<file path="src/rtl/ctrl_gen_multi.sv">
// -----------------------------------------------------------------------------
// ctrl_gen_multi
// -----------------------------------------------------------------------------
// Clock-setting controller. One-shot button pulses are turned into a
// display-mode selector (NORMAL state) or into a field-setting machine (SET
// state) over NUM_FIELDS counter fields, field 0 being the least significant.
// Sits between the button one-shot/debounce stage and the time counters and
// display mux. Every output is registered: a button pulse presented in one
// cycle shows up on the outputs right after the next rising clock edge.
//
// Action priority within a cycle: btnl > btnr > (btnu xor btnd). btnu and
// btnd together cancel each other. Lower-priority pulses are dropped.
//
// Parameters
//   NUM_FIELDS      number of settable fields (2..8)
//   NUM_MODES       number of display modes cycled in NORMAL (2..8)
//   RST_FIELD_MASK  bit i set: up/down on field i gives field_rst[i]
//   TIMEOUT_CYC     idle cycles in SET before auto-return to NORMAL, 0 = off
//   REPEAT_DLY      hold cycles before the first auto-repeat pulse
//   REPEAT_PER      cycles between subsequent auto-repeat pulses
//
// Build option
//   AUTO_REPEAT_EN  when defined, holding exactly one of btnu_lvl/btnd_lvl in
//                   SET generates repeated up/down actions. When undefined the
//                   level inputs are ignored and no repeat logic is built.
//
// Ports
//   clk        in   system clock
//   rst_n      in   asynchronous reset, active low
//   btnr       in   one-shot: next display mode (NORMAL) / next field (SET)
//   btnl       in   one-shot: enter / leave SET
//   btnu       in   one-shot: increment selected field
//   btnd       in   one-shot: decrement selected field
//   btnu_lvl   in   debounced level of the up button
//   btnd_lvl   in   debounced level of the down button
//   mask_1hz   in   1 Hz blink mask for the selected field
//   disp_mode  out  current display mode (held while in SET)
//   set_mode   out  1 while in SET
//   field_sel  out  selected field (0 outside SET)
//   field_inc  out  one-cycle, one-hot increment pulse
//   field_dec  out  one-cycle, one-hot decrement pulse
//   field_rst  out  one-cycle, one-hot reset pulse
//   disp_en    out  per-field display enable, 0 = blanked
// -----------------------------------------------------------------------------
module ctrl_gen_multi #(
  parameter int unsigned           NUM_FIELDS     = 3,
  parameter int unsigned           NUM_MODES      = 2,
  // Default marks only field 0 (seconds) as reset-on-adjust.
  parameter logic [NUM_FIELDS-1:0] RST_FIELD_MASK = NUM_FIELDS'(1),
  parameter int unsigned           TIMEOUT_CYC    = 0,
  parameter int unsigned           REPEAT_DLY     = 50_000_000,
  parameter int unsigned           REPEAT_PER     = 10_000_000
) (
  input  logic                          clk,
  input  logic                          rst_n,
  input  logic                          btnr,
  input  logic                          btnl,
  input  logic                          btnu,
  input  logic                          btnd,
  input  logic                          btnu_lvl,
  input  logic                          btnd_lvl,
  input  logic                          mask_1hz,
  output logic [$clog2(NUM_MODES)-1:0]  disp_mode,
  output logic                          set_mode,
  output logic [$clog2(NUM_FIELDS)-1:0] field_sel,
  output logic [NUM_FIELDS-1:0]         field_inc,
  output logic [NUM_FIELDS-1:0]         field_dec,
  output logic [NUM_FIELDS-1:0]         field_rst,
  output logic [NUM_FIELDS-1:0]         disp_en
);

  localparam int unsigned MW = $clog2(NUM_MODES);
  localparam int unsigned FW = $clog2(NUM_FIELDS);

  // Timeout counter runs 0 .. TIMEOUT_CYC-1; keep at least one bit so the
  // disabled configuration still elaborates cleanly.
  localparam int unsigned TW = (TIMEOUT_CYC > 1) ? $clog2(TIMEOUT_CYC) : 1;
  localparam logic [TW-1:0] TMO_LAST = TW'((TIMEOUT_CYC > 0) ? TIMEOUT_CYC - 1 : 0);

  typedef enum logic {
    ST_NORMAL = 1'b0,
    ST_SET    = 1'b1
  } state_e;

  state_e                state_q, state_d;
  logic [MW-1:0]         mode_q, mode_d;
  logic [FW-1:0]         sel_q, sel_d;
  logic [NUM_FIELDS-1:0] inc_q, inc_d;
  logic [NUM_FIELDS-1:0] dec_q, dec_d;
  logic [NUM_FIELDS-1:0] frst_q, frst_d;
  logic [NUM_FIELDS-1:0] en_q, en_d;
  logic [TW-1:0]         tmo_q, tmo_d;

  // Repeat-generated up/down requests; tied low when auto-repeat is not built.
  logic rep_up;
  logic rep_dn;

  // Decoded single action for this cycle, already priority-resolved.
  logic up_req, dn_req;
  logic act_l, act_r, act_u, act_d;
  logic [NUM_FIELDS-1:0] sel_onehot;

  assign up_req = btnu | rep_up;
  assign dn_req = btnd | rep_dn;
  assign act_l  = btnl;
  assign act_r  = btnr & ~btnl;
  assign act_u  = up_req & ~dn_req & ~btnl & ~btnr;
  assign act_d  = dn_req & ~up_req & ~btnl & ~btnr;

  assign sel_onehot = NUM_FIELDS'(1) << sel_q;

  // ---------------------------------------------------------------------------
  // Next-state and next-output logic
  // ---------------------------------------------------------------------------
  always_comb begin
    // NOTE: every signal driven here gets a default first, so no path through
    // the case/if tree can leave one unassigned and infer a latch.
    state_d = state_q;
    mode_d  = mode_q;
    sel_d   = sel_q;
    inc_d   = '0;
    dec_d   = '0;
    frst_d  = '0;
    tmo_d   = '0;

    unique case (state_q)
      ST_NORMAL: begin
        if (act_l) begin
          state_d = ST_SET;
          sel_d   = '0;
        end else if (act_r) begin
          mode_d = (mode_q == MW'(NUM_MODES - 1)) ? '0 : mode_q + MW'(1);
        end
        // Up/down are meaningless outside SET and are dropped.
      end

      ST_SET: begin
        if (act_l) begin
          state_d = ST_NORMAL;
          sel_d   = '0;
        end else if (act_r) begin
          sel_d = (sel_q == FW'(NUM_FIELDS - 1)) ? '0 : sel_q + FW'(1);
        end else if (act_u || act_d) begin
          if (RST_FIELD_MASK[sel_q]) begin
            frst_d = sel_onehot;
          end else if (act_u) begin
            inc_d = sel_onehot;
          end else begin
            dec_d = sel_onehot;
          end
        end else if (TIMEOUT_CYC > 0) begin
          // Idle cycle: either advance the timeout or, on its last count,
          // drop back to NORMAL. Any accepted action above restarts it at 0.
          if (tmo_q == TMO_LAST) begin
            state_d = ST_NORMAL;
            sel_d   = '0;
          end else begin
            tmo_d = tmo_q + TW'(1);
          end
        end
      end

      default: begin
        state_d = ST_NORMAL;
        sel_d   = '0;
      end
    endcase

    // Blank-blink only the field that will be selected after this edge, so
    // disp_en always agrees with the registered set_mode/field_sel.
    for (int i = 0; i < int'(NUM_FIELDS); i++) begin
      en_d[i] = ((state_d == ST_SET) && (sel_d == FW'(i))) ? mask_1hz : 1'b1;
    end
  end

  // ---------------------------------------------------------------------------
  // State and output registers
  // ---------------------------------------------------------------------------
  always_ff @(posedge clk or negedge rst_n) begin
    if (!rst_n) begin
      state_q <= ST_NORMAL;
      mode_q  <= '0;
      sel_q   <= '0;
      inc_q   <= '0;
      dec_q   <= '0;
      frst_q  <= '0;
      en_q    <= '1;
      tmo_q   <= '0;
    end else begin
      // NOTE: non-blocking assignments so every flop samples the pre-edge
      // values; blocking here would let later lines see updated state.
      state_q <= state_d;
      mode_q  <= mode_d;
      sel_q   <= sel_d;
      inc_q   <= inc_d;
      dec_q   <= dec_d;
      frst_q  <= frst_d;
      en_q    <= en_d;
      tmo_q   <= tmo_d;
    end
  end

  // ---------------------------------------------------------------------------
  // Hold-to-repeat
  // ---------------------------------------------------------------------------
`ifdef AUTO_REPEAT_EN
  localparam int unsigned REP_MAX = (REPEAT_DLY > REPEAT_PER) ? REPEAT_DLY : REPEAT_PER;
  localparam int unsigned RW      = $clog2(REP_MAX + 1);

  logic [RW-1:0] rep_cnt_q, rep_cnt_d;
  logic          rep_arm_q, rep_arm_d;  // first delay already elapsed
  logic          rep_one;
  logic          rep_fire;
  logic          rep_hold;

  assign rep_one  = btnu_lvl ^ btnd_lvl;

  // rep_cnt_q is the number of cycles this hold has lasted so far; the first
  // pulse lands after REPEAT_DLY of them, later ones every REPEAT_PER.
  assign rep_fire = (state_q == ST_SET) && rep_one &&
                    (rep_cnt_q == (rep_arm_q ? RW'(REPEAT_PER) : RW'(REPEAT_DLY)));
  assign rep_up   = rep_fire & btnu_lvl;
  assign rep_dn   = rep_fire & btnd_lvl;

  // The hold survives only while SET and the selected field stay put.
  assign rep_hold = (state_q == ST_SET) && rep_one &&
                    (state_d == ST_SET) && (sel_d == sel_q);

  always_comb begin
    rep_cnt_d = '0;
    rep_arm_d = 1'b0;
    if (rep_hold) begin
      rep_cnt_d = rep_fire ? RW'(1) : rep_cnt_q + RW'(1);
      rep_arm_d = rep_arm_q | rep_fire;
    end
  end

  always_ff @(posedge clk or negedge rst_n) begin
    if (!rst_n) begin
      rep_cnt_q <= '0;
      rep_arm_q <= 1'b0;
    end else begin
      rep_cnt_q <= rep_cnt_d;
      rep_arm_q <= rep_arm_d;
    end
  end
`else
  assign rep_up = 1'b0;
  assign rep_dn = 1'b0;

  // Level inputs and repeat timing exist only for port/parameter
  // compatibility in this build.
  localparam int unsigned rep_cfg_unused = REPEAT_DLY + REPEAT_PER;
  logic lvl_unused;
  assign lvl_unused = btnu_lvl | btnd_lvl;
`endif

  // ---------------------------------------------------------------------------
  // Outputs
  // ---------------------------------------------------------------------------
  assign disp_mode = mode_q;
  assign set_mode  = (state_q == ST_SET);
  assign field_sel = sel_q;
  assign field_inc = inc_q;
  assign field_dec = dec_q;
  assign field_rst = frst_q;
  assign disp_en   = en_q;

endmodule

</file>
<file path="config.mk">
export PLATFORM = sky130hd
export DESIGN_NAME = ctrl_gen_multi
export DESIGN_NICKNAME = d
export VERILOG_FILES = /design/src/rtl/ctrl_gen_multi.sv
export SDC_FILE = /design/constraint.sdc
export NUM_CORES = 1
export LEC_CHECK = 0
export ABC_AREA = 1
export BUFFER_PORTS_ARGS = -buffer_cell sky130_fd_sc_hd__buf_4
export CELL_PAD_IN_SITES_DETAIL_PLACEMENT = 1
export CELL_PAD_IN_SITES_GLOBAL_PLACEMENT = 2
export CORE_MARGIN = 2
export CORE_UTILIZATION = 28
export CTS_CLUSTER_SIZE = 14
export DETAILED_ROUTE_END_ITERATION = 10
export GPL_TIMING_DRIVEN = 0
export MAX_ROUTING_LAYER = met4
export PLACE_DENSITY_LB_ADDON = 0.1
export RECOVER_POWER = 25
export SKIP_CTS_REPAIR_TIMING = 1
export SLEW_MARGIN = 30
export SYNTH_ARGS = -nofsm -noshare
export SYNTH_HDL_FRONTEND = slang
export SYNTH_SLANG_ARGS = --single-unit
</file>
<file path="constraint.sdc">
create_clock -name clk -period 2.8 [get_ports clk]
set_input_delay 0.14 -clock clk [delete_from_list [all_inputs] [get_ports clk]]
set_output_delay 0.14 -clock clk [all_outputs]
set_load 0.02 [all_outputs]
</file>
; After elaboration in Yosys (flattened, before gate mapping)
; Index checks and enable logic that the tools add are counted.
[totals]
reg_bits = 16
inputBits = 9
output_inout_bits = 16
word_cells = 63
[op_classes]
addsub = 2
n_lt_le_gt_ge = 1
eq_ne = 3
n_shift = 1
n_mux = 31
bitwise = 12
reduce_logical = 6
[ops]
columns = op, n
row1 = $mux 3, 17
row2 = $mux 2, 4
row3 = $and 1x1->1, 7
row4 = $mux 1, 7
row5 = $not 1->1, 5
row6 = $eq 2x2->1 const B, 2
row7 = $pmux 2 s2, 1
row8 = $logic_and 1x1->1, 3
row9 = $lt 2x3->1 const B, 1
row10 = $reduce_and 3->1, 1
row11 = $shl 1x2->3 const A, 1
row12 = $add 2x1->2 const B, 1
row13 = $bmux 1 s2, 1
row14 = $eq 2x1->1 const B, 1
row15 = $logic_not 2->1, 1
row16 = $pmux 1 s2, 1
row17 = $add 1x1->1 const B, 1
row18 = $logic_or 1x1->1, 1

; Longest topological paths before layout
[logic_depth]
depth_word = 10
mapped_depth = 7
depth_no_buf = 7

; Least setup slack after synthesis
; No wires, ideal clock.
[synth_path]
path_kind = reg2reg
startpoint = register state_q (netlist: set_mode)
endpoint = register en_q[1] (netlist: disp_en[1])
setup_ns = 0.076
arrival_ns = 1.061
required_ns = 2.724
setup_slack_ns = 1.662
path_stages_with_launch = 7
n_path_buf = 0
synth_period_minus_slack_ns = 1.138
path_cell_list = dfrtp_1 nor2_2 nand2_1 nand3_2 nand2_2 nor2_2 nand2_1
[synth_via]
elab_chain_cells = 5
elab_cells_between_ends = 6
cone_classes = eq/ne: 1 / mux: 3 / bitwise: 1 / reduce/logical: 1
[synth_lines]
columns = element, line_no
row1 = start: declaration, 85  ; state_e state_q, state_d;
row2 = start signal: assignment, 192  ; state_q <= state_d;
row3 = $not 1->1 (no line), -
row4 = $pmux 2 s2, 126  ; unique case (state_q)
row5 = $eq 2x1->1, 172  ; en_d[i] = ((state_d == ST_SET) && (sel_d == FW'(i))) ? mask_1hz : 1'b1;
row6 = $logic_and 1x1->1 (*), 172
row7 = $mux 1 (*), 172
row8 = via en_d[1], 91  ; logic [NUM_FIELDS-1:0] en_q, en_d;
row9 = end signal: assignment, 198  ; en_q <= en_d;
row10 = end: declaration, 91
; The timed path passes the listed nets; every way through them passes the cells marked *.
; A chain may end at the register's enable or synchronous reset.

; Worst setup path in the final report
; Ends and elaborated chain as after synthesis.

==> results.py <==
metrics = {
    "synth": {
        "syn-cell-area_um2": 652,
        "syn_avg_cell_area_um2": 9.59,
        "seq_area_frac_synth": 0.620,
        "yosysWarnings": 0,
        "yosys.area_share.simple": 0.298,
        "ys_seq_elements": 16,
        "yosysUniqueCellTypes": 14,
        "syn-instance-count": 68,
        "yosys.area_share.adder": 0,
        "synth_top_family_by_area": "simple AND/OR/NAND/NOR gates",
        "synth-compound-area-share": 0,
        "synth_xor_area_frac": 0.0134,
        "synth_mux_area_frac": 0,
    },
    "setup_path": {
        "end_kind": "register",
        "path_cells": "inv_2 > nor2_2 > nand2_2 > nand3_2 > nand2_2 > nor2_2 > nand2_1",
        "reg2reg_to": "disp_en[1]$_DFF_PN1_",
        "critPathArrivalTime_ns": 1.41,
        "reg2regPathDepth": 7,
        "crit_slowest_cell": "dfrtp_1",
        "required_ns": 3.02,
        "worstSetupPathType": "register to register",
        "reg2reg_from": "set_mode$_DFF_PN0_",
        "rrSetupSlack_ns": 1.61,
        "start_kind": "register",
        "critPathMaxFanout": 7,
        "slowest_delay_ns": 0.49,
    },
    "min_path": {
        "min_from": "mask_1hz",
        "hold_class": "input port to register",
        "min_to": "disp_en[0]$_DFF_PN1_",
        "holdPathStages": 3,
    },
    "sta": {
        "tightestPinTransition_ns": 0.808,
        "slew_violations": 0,
        "setup_viol": 0,
        "whs_ns": 0.0894,
        "hold_viol": 0,
        "max_slew_margin": 0.461,
        "rsz0062_at_grt": "no",
        "finalCritPeriodShare": 0.424,
        "clock_skew_ns": 0.00737,
        "setup_tns_ns": 0,
        "max_freq_mhz": 843,
        "min_period_ns": 1.19,
    },
    "final_layout": {
        "drive_gt1_frac": 0.378,
        "area_growth_pct": 39.0,
        "nNetsFinal": 108,
        "nFillCells": 274,
        "multi_input_area_um2": 218,
        "n_antenna_cell": 0,
        "seq_area_um2": 404,
        "final_cells": 126,
        "fin_area_um2": 906,
    },
    "cts": {
        "clk_latency_ns": 0.29,
        "numCtsBuffers": 3,
        "cts.sinks": 16,
        "cts_tree": "yes",
        "clk_pin_slew_ns": 0.10,
        "ctsRootBufferMaster": "clkbuf_4",
        "clock_path_buffers": 2,
        "ctsHtreeMaxLevel": 1,
    },
    "die": {
        "die_y_um": 52.3,
        "pin_count": 25,
        "start_util": 0.295,
        "num_rows": 17,
        "die_area_um2": 2730,
        "design.core.area_um2": 2210,
        "die-width_um": 52.3,
    },
    "routing": {
        "wl_per_cell_um": 10.8,
        "routed_wl_mm": 1.36,
        "num_vias": 536,
        "drtAntennaViolNets": 0,
        "drc": 0,
        "via_per_inst": 4.25,
        "first_iter_violations": 3,
        "first_pass_iters": 2,
    },
    "grt": {
        "grt_pass1_vias": 547,
        "grt_max_degree": 17,
        "grt_pass1_wl_mm": 2.27,
        "antenna_found_initial": 0,
        "grt-ovfl-total": 0,
        "track_usage": 0.123,
    },
    "place": {
        "portBuffers": 22,
        "placed_area_um2": 863,
        "place.gp.congestion": 0.756,
        "hpwl_mm": 1.10,
        "dpl.cell_count": 121,
    },
    "power": {
        "p_leak_nw": 0.490,
        "powerDensity_nw_per_um2": 594,
        "vdd_drop_max_mv": 0.262,
    },
    "run_status": {
        "status": "finished, final reports clean",
    },
    "job": {
        "maxCapViolCount": 0,
    },
}
-- critical path, delay by kind of cell, from the launching register on --
| kind | cells | cell delay [ns] |
|---|---|---|
| simple gates | 6 | 0.55 |
| buf+inv | 1 | 0.08 |
| flops | 1 | 0.49 |
-- cell usage after synthesis --
master,count,area (µm²)
nor3_4,1,16.3
nor2_2,3,18.8
nand2_1,14,52.6
conb_1,1,3.75
dfstp_2,3,78.8
nor3_1,4,20.0
nand2_2,2,12.5
dfrtp_1,13,325
nand3_2,1,10.0
inv_2,2,7.51
nor2_1,5,18.8
xor2_1,1,8.76
nand3_1,9,45.0
inv_1,9,33.8
-- state kept, by name (all words and copies together), names as in the netlist --
register / flops
disp_en: 3
field_dec: 3
field_inc: 3
field_rst: 3
field_sel: 2
disp_mode: 1
set_mode: 1
-- cells in the final DEF, fill, tap and decap left out, drive strengths merged --
| cell | instances |
|---|---|
| xor2 | 1 |
| clkbuf | 5 |
| inv | 11 |
| buf | 21 |
| nand2 | 16 |
| nor3 | 5 |
| dfrtp | 13 |
| dfstp | 3 |
| nand3 | 10 |
| dlygate4sd3 | 1 |
| nor2 | 8 |
| conb | 4 |
-- per-stage QoR --
stage	setup slack [ns]	total power, mW	util
floorplan	1.66	0.336	-
global placement	1.63	0.388	0.390
detailed placement	1.62	0.392	0.390
CTS	1.60	0.546	0.407
global route	1.47	0.573	0.410
finish	1.61	0.538	0.410
-- per-layer routing --
layer,global-route usage,vias to the layer above,wire length [µm]
met1,0.130,251,544
met4,0.0769,0,30
met2,0.211,16,701
li1,-,265,-
met3,0.0257,4,80
met5,-,-,0
-- report_power, final --
part           total [mW]  switching (mW)  leakage [nW]  internal [mW]
sequential          0.268          0.0161         0.198          0.252
clock               0.154          0.0749        0.0210         0.0791
combinational       0.117          0.0706         0.271         0.0460
-- area by class of cell --
| cell class | instances | share of cell area |
|---|---|---|
| Multi-Input combinational cell | 44 | 0.240 |
| Tap cell | 28 | 0.0387 |
| Timing Repair Buffer | 23 | 0.189 |
| Sequential cell | 16 | 0.446 |
| Inverter | 11 | 0.0456 |
| Clock buffer | 4 | 0.0401 |
-- cells by family (layout without fill, tap and decap cells) --
kind of cell,count (synthesis),count (layout)
other,1,4
buffers and inverters,11,38
AND/OR/NAND/NOR,39,39
XOR/XNOR,1,1
flip-flops,16,16
-- how the worst max path moves through the flow --
stage / start / to / slack (ns)
final: set_mode$_DFF_PN0_ / disp_en[1]$_DFF_PN1_ / 1.61
after global routing: set_mode$_DFF_PN0_ / disp_en[1]$_DFF_PN1_ / 1.47
after CTS: set_mode$_DFF_PN0_ / disp_en[1]$_DFF_PN1_ / 1.60
after detailed placement: set_mode$_DFF_PN0_ / disp_en[1]$_DFF_PN1_ / 1.62
after global placement: set_mode$_DFF_PN0_ / disp_en[1]$_DFF_PN1_ / 1.63
after floorplan: set_mode$_DFF_PN0_ / disp_en[1]$_DFF_PN1_ / 1.66
Note: power is estimated with default switching activity, not from simulation.
